==> config.mk <==
export PLATFORM = sky130hd
export DESIGN_NAME = alu_cmd_fifo
export DESIGN_NICKNAME = d
export VERILOG_FILES = /design/src/rtl/alu_cmd_fifo.sv
export SDC_FILE = /design/constraint.sdc
export NUM_CORES = 1
export LEC_CHECK = 0
export CORE_ASPECT_RATIO = 1.25
export CORE_MARGIN = 5
export CORE_UTILIZATION = 50
export CTS_CLUSTER_DIAMETER = 30
export DETAILED_ROUTE_END_ITERATION = 12
export GPL_ROUTABILITY_DRIVEN = 0
export HOLD_SLACK_MARGIN = 0.03
export PLACE_DENSITY = 0.75
export SYNTH_ARGS = -nofsm -noshare
export SYNTH_HDL_FRONTEND = slang
export SYNTH_SLANG_ARGS = --single-unit
==> constraint.sdc <==
create_clock -name clk -period 2.8 [get_ports clk]
set_input_delay 0.28 -clock clk [delete_from_list [all_inputs] [get_ports clk]]
set_output_delay 0.28 -clock clk [all_outputs]
set_load 0.02 [all_outputs]
==> src/rtl/alu_cmd_fifo.sv <==
// alu_cmd_fifo: in-order command buffer in front of the ALU.
// Holds up to DEPTH {a, b, op} commands. The oldest command is shown
// first-word-fall-through on a/b/op_code. Also keeps occupancy and issue counts.
module alu_cmd_fifo #(
    parameter int DATA_W = 8,
    parameter int OP_W   = 2,
    parameter int DEPTH  = 4,
    localparam int PW    = $clog2(DEPTH),
    localparam int CW    = $clog2(DEPTH) + 1
) (
    input  logic              clk,
    input  logic              rst_n,
    input  logic              flush,
    input  logic              in_valid,
    output logic              in_ready,
    input  logic [DATA_W-1:0] in_a,
    input  logic [DATA_W-1:0] in_b,
    input  logic [OP_W-1:0]   in_op,
    output logic              out_valid,
    input  logic              out_ready,
    output logic [DATA_W-1:0] a,
    output logic [DATA_W-1:0] b,
    output logic [OP_W-1:0]   op_code,
    output logic [CW-1:0]     count,
    output logic [15:0]       issue_cnt
);

    typedef struct packed {
        logic [DATA_W-1:0] a;
        logic [DATA_W-1:0] b;
        logic [OP_W-1:0]   op;
    } cmd_t;

    cmd_t          mem_q [DEPTH];
    cmd_t          mem_d [DEPTH];
    logic [PW-1:0] wr_ptr_q, wr_ptr_d;
    logic [PW-1:0] rd_ptr_q, rd_ptr_d;
    logic [CW-1:0] count_q, count_d;
    logic [15:0]   issue_cnt_q, issue_cnt_d;

    logic push;
    logic pop;
    cmd_t head;

    // in_ready and out_valid come only from the registered count. This keeps
    // out_ready off the input side, so a full FIFO refuses a push even while it pops.
    assign in_ready  = (count_q != CW'(DEPTH));
    assign out_valid = (count_q != '0);
    assign push      = in_valid && in_ready;
    assign pop       = out_valid && out_ready;

    assign head      = mem_q[rd_ptr_q];
    assign a         = out_valid ? head.a  : '0;
    assign b         = out_valid ? head.b  : '0;
    assign op_code   = out_valid ? head.op : '0;
    assign count     = count_q;
    assign issue_cnt = issue_cnt_q;

    // Next-state for the pointers, occupancy, issue counter and storage.
    // Flush wins over push and pop, and it leaves issue_cnt as it is.
    always_comb begin
        mem_d       = mem_q;
        wr_ptr_d    = wr_ptr_q;
        rd_ptr_d    = rd_ptr_q;
        count_d     = count_q;
        issue_cnt_d = issue_cnt_q;
        if (flush) begin
            wr_ptr_d = '0;
            rd_ptr_d = '0;
            count_d  = '0;
        end else begin
            if (push) begin
                mem_d[wr_ptr_q] = '{a: in_a, b: in_b, op: in_op};
                wr_ptr_d        = wr_ptr_q + PW'(1);
            end
            if (pop) begin
                rd_ptr_d    = rd_ptr_q + PW'(1);
                issue_cnt_d = issue_cnt_q + 16'd1;
            end
            case ({push, pop})
                2'b10:   count_d = count_q + CW'(1);
                2'b01:   count_d = count_q - CW'(1);
                default: count_d = count_q;
            endcase
        end
    end

    // Control state register with asynchronous active-low reset.
    always_ff @(posedge clk or negedge rst_n) begin
        if (!rst_n) begin
            wr_ptr_q    <= '0;
            rd_ptr_q    <= '0;
            count_q     <= '0;
            issue_cnt_q <= '0;
        end else begin
            wr_ptr_q    <= wr_ptr_d;
            rd_ptr_q    <= rd_ptr_d;
            count_q     <= count_d;
            issue_cnt_q <= issue_cnt_d;
        end
    end

    // Command storage is data only and has no reset. The head outputs are masked while empty.
    always_ff @(posedge clk) begin
        mem_q <= mem_d;
    end

endmodule

* Word-level counts from Yosys, hierarchy flattened
Index checks and enable logic that the tools add are counted.
Storage, ports and cells: flip-flop bits (word level) 95, input port bits 23, output and inout port bits 39, logic and storage cells 54
Cells by class: add/sub/neg operators 5, $lt $le $gt $ge 3, equal/unequal tests 3, muxes and demuxes 15, bitwise logic cells 3, reductions and logical operators 9
Operators by type and width (number):
- 72-bit bitwise mux | 1
- 18-bit 2-to-1 mux | 3
- 18-bit binary-select mux with 2-bit select | 1
- 18-bit demux with 2-bit select | 1
- 16-bit by 1-bit adder with 16-bit output (second input constant) | 1
- 8-bit 2-to-1 mux | 2
- 2-bit 2-to-1 mux | 5
- 3-bit >= comparator (second input constant) | 2
- 2-bit inverter with 3-bit output | 2
- 3-bit one-hot mux with 2 select lines | 1
- 3-bit nonzero test | 2
- 2-bit by 1-bit adder with 2-bit output (second input constant) | 2
- 2-bit AND reduction | 2
- 2-bit nonzero test | 2
- 3-bit by 1-bit adder with 3-bit output (second input constant) | 1
- 1-bit logical AND | 3
- 3-bit by 1-bit less-than comparator with 1-bit output (second input constant) | 1
- 3-bit 2-to-1 mux | 1
- 3-bit != test (second input constant) | 1
- 3-bit by 1-bit subtractor with 3-bit output (second input constant) | 1
- 2-bit by 1-bit equality test with 1-bit output (second input constant) | 1
- 2-bit equality test (second input constant) | 1
- 1-bit inverter | 1

* Longest topological paths before layout
Gate-level depths: netlist of the first run.
depth after elaboration 6, gate-level depth with buffers 8, mapped depth without buffers 7

* Worst setup path before layout of the first run
No wires, ideal clock.
path type reg2reg, from register count_q[1] (netlist: count[1]), to register count_q[2] (netlist: count[2]), library setup time 116 ps, arrival time 2073 ps, data required time 2684 ps, path slack 612 ps, stages on the path, launching flop included 9, path buffers 1, period minus slack after synthesis 2188 ps, path through dfrtp_1 -> or3b_1 -> buf_6 -> a21oi_1 -> fa_1 -> inv_1 -> nor2_1 -> or4b_1 -> o311ai_0
On the way: word-level cells in the longest chain between the ends 5, elaborated cells between the ends (all ways) 11, classes of those cells 2 x add/sub; 3 x eq/ne; 2 x mux; 4 x reduce/logical
Ends and longest elaborated chain:
- from (decl) | line 38 | logic [CW-1:0] count_q, count_d;
- from (signal assigned) | line 98 | count_q <= count_d;
- 3-bit != test * | line 47 | assign in_ready = (count_q != CW'(DEPTH));
- named net in_ready | line 15 | output logic in_ready,
- 1-bit logical AND * | line 49 | assign push = in_valid && in_ready;
- 2-bit by 1-bit equality test with 1-bit output / 2-bit equality test (equally long branches) | line 80 | case ({push, pop})
- 3-bit one-hot mux with 2 select lines | line 80
- 3-bit 2-to-1 mux | line 67 | if (flush) begin
The timed path passes the listed nets; every way through them passes the cells marked *. A chain may end at the register's enable or synchronous reset.

* Worst setup path after layout of the first run
from register rd_ptr_q[0], to output b[2]
On the way: word-level cells in the longest chain between the ends 5
Ends and longest elaborated chain:
- from (decl) | line 37 | logic [PW-1:0] rd_ptr_q, rd_ptr_d;
- from (signal assigned) | line 97 | rd_ptr_q <= rd_ptr_d;
- 2-bit inverter with 3-bit output (not written as such) | line 52 | assign head = mem_q[rd_ptr_q];
- 18-bit binary-select mux with 2-bit select | line 52
- 18-bit 2-to-1 mux (not written as such) (2 in series) | line 52
- 8-bit 2-to-1 mux | line 54 | assign b = out_valid ? head.b : '0;
- to (decl) | line 22 | output logic [DATA_W-1:0] b,
No other way between the ends. The select of a mux whose other input is x is not followed.

==> flow_summary.ini, run 1 <==
[sta]
timing.final.hold_violations = 0
holdWs_ps = 263
slew_headroom_pct = 55.6
drv_slew = 0
period_share_pct = 89.4
fin_ws_ps = 297
setup_tns_ps = 0
setup_viol = 0
worst_slew_pin_slew_ps = 662
rsz0062_at_grt = no
skew_ps = 7.42
max_freq_ghz = 0.399
finalCriticalPeriod_ps = 2500

[route]
viasPerCell = 5.33
drt_iter0_drc = 131
vias = 2116
drc = 0
route.antenna.remaining_nets = 0
wire_per_inst_um = 16.9
drt_wl_total_um = 6700
first_pass_iters = 4

[worst_setup_path]
r2r_cells = 7
max_stage_delay_ps = 550
crit_chain = buf_12 -> mux4_2 -> nor2b_1 -> clkdlybuf4s50_1
crit_family = buffers and inverters
cp-start-kind = register
cp.arrival_ps = 2220
reg2reg_slack_ps = 550
r2r_start = count[1]
required_ps = 2520
rr_endpoint = count[2]
crit_fanout = 18
path_class = register to primary output
critPathBufInv = 2
cp_slowest_cell = clkdlybuf4s50_1
cp-end-kind = primary output

[clock_network]
clk_pin_slew_ps = 90
clk_latency_ps = 350
tritoncts = yes
clockBufferDepth = 2
root_buffer = clkbuf_8
cts_setup_buffers = 0
cts_hold_buf = 0
cts-resized-gates = 0
cts_buffers = 9
htreeDepth = 3
clkSinkCount = 95

[synth]
ys_seq_area_share_pct = 69.8
synth_cells = 224
syn_area_um2 = 3920
synth.avg_cell_area_um2 = 17.5
yosysWarnings = 0
synth-edff-count = 72
syn-num-nets = 253
synth-seq-cells = 95
synth_flop_cell = edfxtp_1
ys_types = 36
async_reset_ff_share_pct = 24.2

[floorplan]
fp.dieW_um = 89.2
die_h_um = 109
dieArea_um2 = 9730
start_util_pct = 50.6
rows = 36
io_pins = 62
core_um2 = 7750

[global_route]
grt_pass1_wl_um = 10900
grt_start_max_net_pins = 24
grt_usage_pct = 15.3
first_global_vias = 2188
antenna_found_initial = 0
grt-ovfl-total = 0

[layout]
nFillCells = 586
drive_gt1_share_pct = 15.9
fin_area_um2 = 4880
mostFrequentLayoutCells = edfxtp_1 (72), clkdlybuf4s50_1 (61), dfrtp_1 (23)
final_common_cell = edfxtp_1
area_growth_pct = 24.3
finalNetCount = 326
num_antenna_cells = 0

[pwr]
power_density_nw_per_um2 = 852
leakage_nw = 1.70
ir_drop_v = 0.000736

[placed_design]
pre_cts_ws_ps = 557
placed_area_um2 = 4700
hpwl_um = 4500
port_buffers = 61

[status]
status = completed

[flow_run]
drv_cap = 0

[min_path]
hp-class = primary input to async pin
==> flip-flops by register name (all words and copies together) (netlist names) <==
signal and cells:
count 3, issue_cnt 16, mem_q 72, rd_ptr_q 2, wr_ptr_q 2
==> worst max path at each step <==
| stage | from | endpoint | slack, ps | cells after the start |
|---|---|---|---|---|
| 4_1_cts | rd_ptr_q[0] | b[2] | 240 | 4 |
| 3_3_place_gp | count[1] | count[2] | 620 | 7 |
| 2_1_floorplan | count[1] | count[2] | 610 | 8 |
| 3_5_place_dp | count[1] | count[2] | 560 | 7 |
| 6_report | rd_ptr_q[0] | b[2] | 300 | 4 |
| 5_1_grt | rd_ptr_q[0] | b[2] | 190 | 4 |
==> area by class of cell <==
type                            count  area (um^2)  share of cell area (%)
Multi-Input combinational cell    117         1130                    23.3
Clock buffer                       11          141                    2.90
Clock inverter                      5         40.0                   0.821
Sequential cell                    95         2740                    56.1
Tap cell                           95          119                    2.44
Timing Repair Buffer               70          691                    14.2
Inverter                            4         15.0                   0.308
==> cell families after synthesis <==
family	share of synthesized area (%)
XOR/XNOR	4.43
AO/OA/AOI/OAI	1.31
buffers and inverters	1.43
multiplexers	11.3
AND/OR/NAND/NOR	9.69
flip-flops	69.8
adder cells (fa/ha/maj)	2.10
==> synth_stat cells, types with 2 or more instances <==
library cell,instances,area (um^2)
nand3_1,5,25.0
nand2_1,7,26.3
nand4_1,6,37.5
and4_1,2,17.5
xor2_1,5,43.8
and2_1,4,25.0
nor2_1,8,30.0
nor3_1,4,20.0
edfxtp_1,72,2160
xnor2_1,13,114
nand2b_1,2,12.5
a21oi_1,2,10.0
buf_2,3,15.0
mux4_2,18,405
inv_1,4,15.0
nor2b_1,19,119
ha_1,5,62.6
dfrtp_1,23,576
clkbuf_1,4,15.0
and3_1,2,12.5
==> per-layer routing <==
| layer | share of wire [%] | track usage [%] | routed length (um) | vias to the layer above |
|---|---|---|---|---|
| met5 | 0 | 0 | 0 | - |
| met4 | 1.8 | 7.34 | 123 | 0 |
| met3 | 4.8 | 3.10 | 321 | 10 |
| met2 | 52 | 25.1 | 3500 | 54 |
| met1 | 41 | 19.4 | 2760 | 1055 |
| li1 | - | - | - | 997 |
==> power breakdown <==
part | switching [mW] | internal, mW | total [mW]
logic | 0.785 | 0.801 | 1.59
registers | 0.110 | 1.65 | 1.76
clock network | 0.460 | 0.356 | 0.816
total | 1.36 | 2.80 | 4.16
==> stage by stage <==
stage | utilization (%) | cells | total power [mW]
after detailed placement | 60.6 | 381 | 3.40
final | 63.0 | 397 | 4.16
after global placement | 60.6 | 381 | 3.38
after global routing | 63.0 | 397 | 4.39
after CTS | 63.0 | 397 | 4.22
after floorplan | - | 224 | 2.71
Power figures use the tool's default switching activity.
==> run 2, diff against run 1 <==
--- a/config.mk
+++ b/config.mk
@@ -7,12 +7,11 @@
 export LEC_CHECK = 0
 export CORE_ASPECT_RATIO = 1.25
 export CORE_MARGIN = 5
-export CORE_UTILIZATION = 50
+export CORE_UTILIZATION = 40
 export CTS_CLUSTER_DIAMETER = 30
 export DETAILED_ROUTE_END_ITERATION = 12
 export GPL_ROUTABILITY_DRIVEN = 0
 export HOLD_SLACK_MARGIN = 0.03
-export PLACE_DENSITY = 0.75
 export SYNTH_ARGS = -nofsm -noshare
 export SYNTH_HDL_FRONTEND = slang
 export SYNTH_SLANG_ARGS = --single-unit
==> flow_summary.ini, run 2 (synthesis results as in run 1) <==
[layout]
area_growth_pct = 27.7
fin_cells = 428
mostFrequentLayoutCells = edfxtp_1 (72), clkdlybuf4s50_1 (61), dfrtp_1 (23)
fin_area_um2 = 5010
drive_gt1_share_pct = 15.2
utilization_pct = 52.1
multi_input_area_um2 = 1130
num_antenna_cells = 0
regMostFlops = mem_q
seq_area_um2 = 2740
largest_reg_flops = 72
finalNetCount = 327
nFillCells = 813
final_common_cell = edfxtp_1

[worst_setup_path]
cp-start-kind = register
crit_family = buffers and inverters
cp-end-kind = primary output
path_class = register to primary output
critPathBufInv = 2
cp.arrival_ps = 2170
max_stage_delay_ps = 540
cp_slowest_cell = clkdlybuf4s50_1
required_ps = 2520
crit_fanout = 11
crit_chain = buf_4 -> mux4_2 -> nor2b_1 -> clkdlybuf4s50_1

[clock_network]
tritoncts = yes
cts-resized-gates = 0
cts_buffers = 9
clockBufferDepth = 2
clkSinkCount = 95
root_buffer = clkbuf_16
cts_setup_buffers = 0
clk_latency_ps = 330
clk_pin_slew_ps = 60
htreeDepth = 3
cts_hold_buf = 0

[global_route]
grt_pass1_wl_um = 12000
grt-ovfl-total = 0
antenna_found_initial = 0
grt_start_max_net_pins = 24
grt_usage_pct = 13.3
first_global_vias = 2308

[pwr]
power_density_nw_per_um2 = 896
leakage_nw = 1.74
ir_drop_v = 0.000610
total_power_mw = 4.49

[route]
drc = 0
route.antenna.remaining_nets = 0
viasPerCell = 4.98
wire_per_inst_um = 16.9
vias = 2132
first_pass_iters = 4
drt_iter0_drc = 101
drt_wl_total_um = 7240

[floorplan]
start_util_pct = 40.8
core_um2 = 9610
dieArea_um2 = 11900
io_pins = 62
fp.dieW_um = 98.6
die_h_um = 121
rows = 40

[min_path]
hp-class = primary input to async pin

[placed_design]
place_inst = 413
pre_cts_ws_ps = 504
hpwl_um = 4640
port_buffers = 61
placed_area_um2 = 4730

[flow_run]
drv_cap = 0

[sta]
slew_headroom_pct = 54.9
timing.final.hold_violations = 0
skew_ps = 7.20
worst_slew_pin_slew_ps = 672
drv_slew = 0
max_freq_ghz = 0.409
fin_ws_ps = 355
holdWs_ps = 295
setup_tns_ps = 0
finalCriticalPeriod_ps = 2450
setup_viol = 0
rsz0062_at_grt = no
period_share_pct = 87.3

[status]
status = completed
==> run 2: cell types whose count changed in the layout (fill, tap and decap cells not counted), sizes merged <==
cell / before / now
inv: 7 / 4
clkbuf: 11 / 10
buf: 9 / 10
bufinv: 0 / 1
clkinv: 1 / 3
==> run 2: area by class of cell <==
cell class	instances	share of cell area, %
Sequential cell	95	54.6
Clock inverter	5	0.999
Timing Repair Buffer	71	13.7
Inverter	4	0.300
Clock buffer	10	4.57
Tap cell	126	3.15
Multi-Input combinational cell	117	22.7
==> run 2: final timing paths <==
kind / from / endpoint / slack, ps / cells after the start
min in group clk: issue_cnt[15] / issue_cnt[15] / 490 / 1
max in group asynchronous: rst_n / count[0] / 2260 / 2
worst max register to register: count[1] / count[2] / 510 / 7
worst max-delay path: rd_ptr_q[0] / a[3] / 350 / 4
worst min register to register: issue_cnt[15] / issue_cnt[15] / 490 / 1
worst min-delay path: rst_n / issue_cnt[12] / 290 / 2
==> run 2: worst register-to-register path: cells and delay by family, from the launching register on <==
kind,cells,cell delay (ps)
and+or+nand+nor,3,1110
DFF,1,470
AOI/OAI and AO/OA,2,330
adders and majority gates,1,190
buffers and inverters,1,60
==> run 2: where the power goes <==
part / switching (mW) / internal (mW) / total (mW)
clock network: 0.476 / 0.679 / 1.15
logic: 0.792 / 0.790 / 1.58
registers: 0.103 / 1.65 / 1.75
==> run 2: per-layer routing <==
layer	share of wire (%)	track usage, %	wire (um)	up-vias
li1	-	-	-	997
met1	44	16.4	3160	1062
met2	49	21.8	3570	61
met3	5.1	3.75	372	12
met4	1.9	5.89	138	0
met5	0	0	0	-
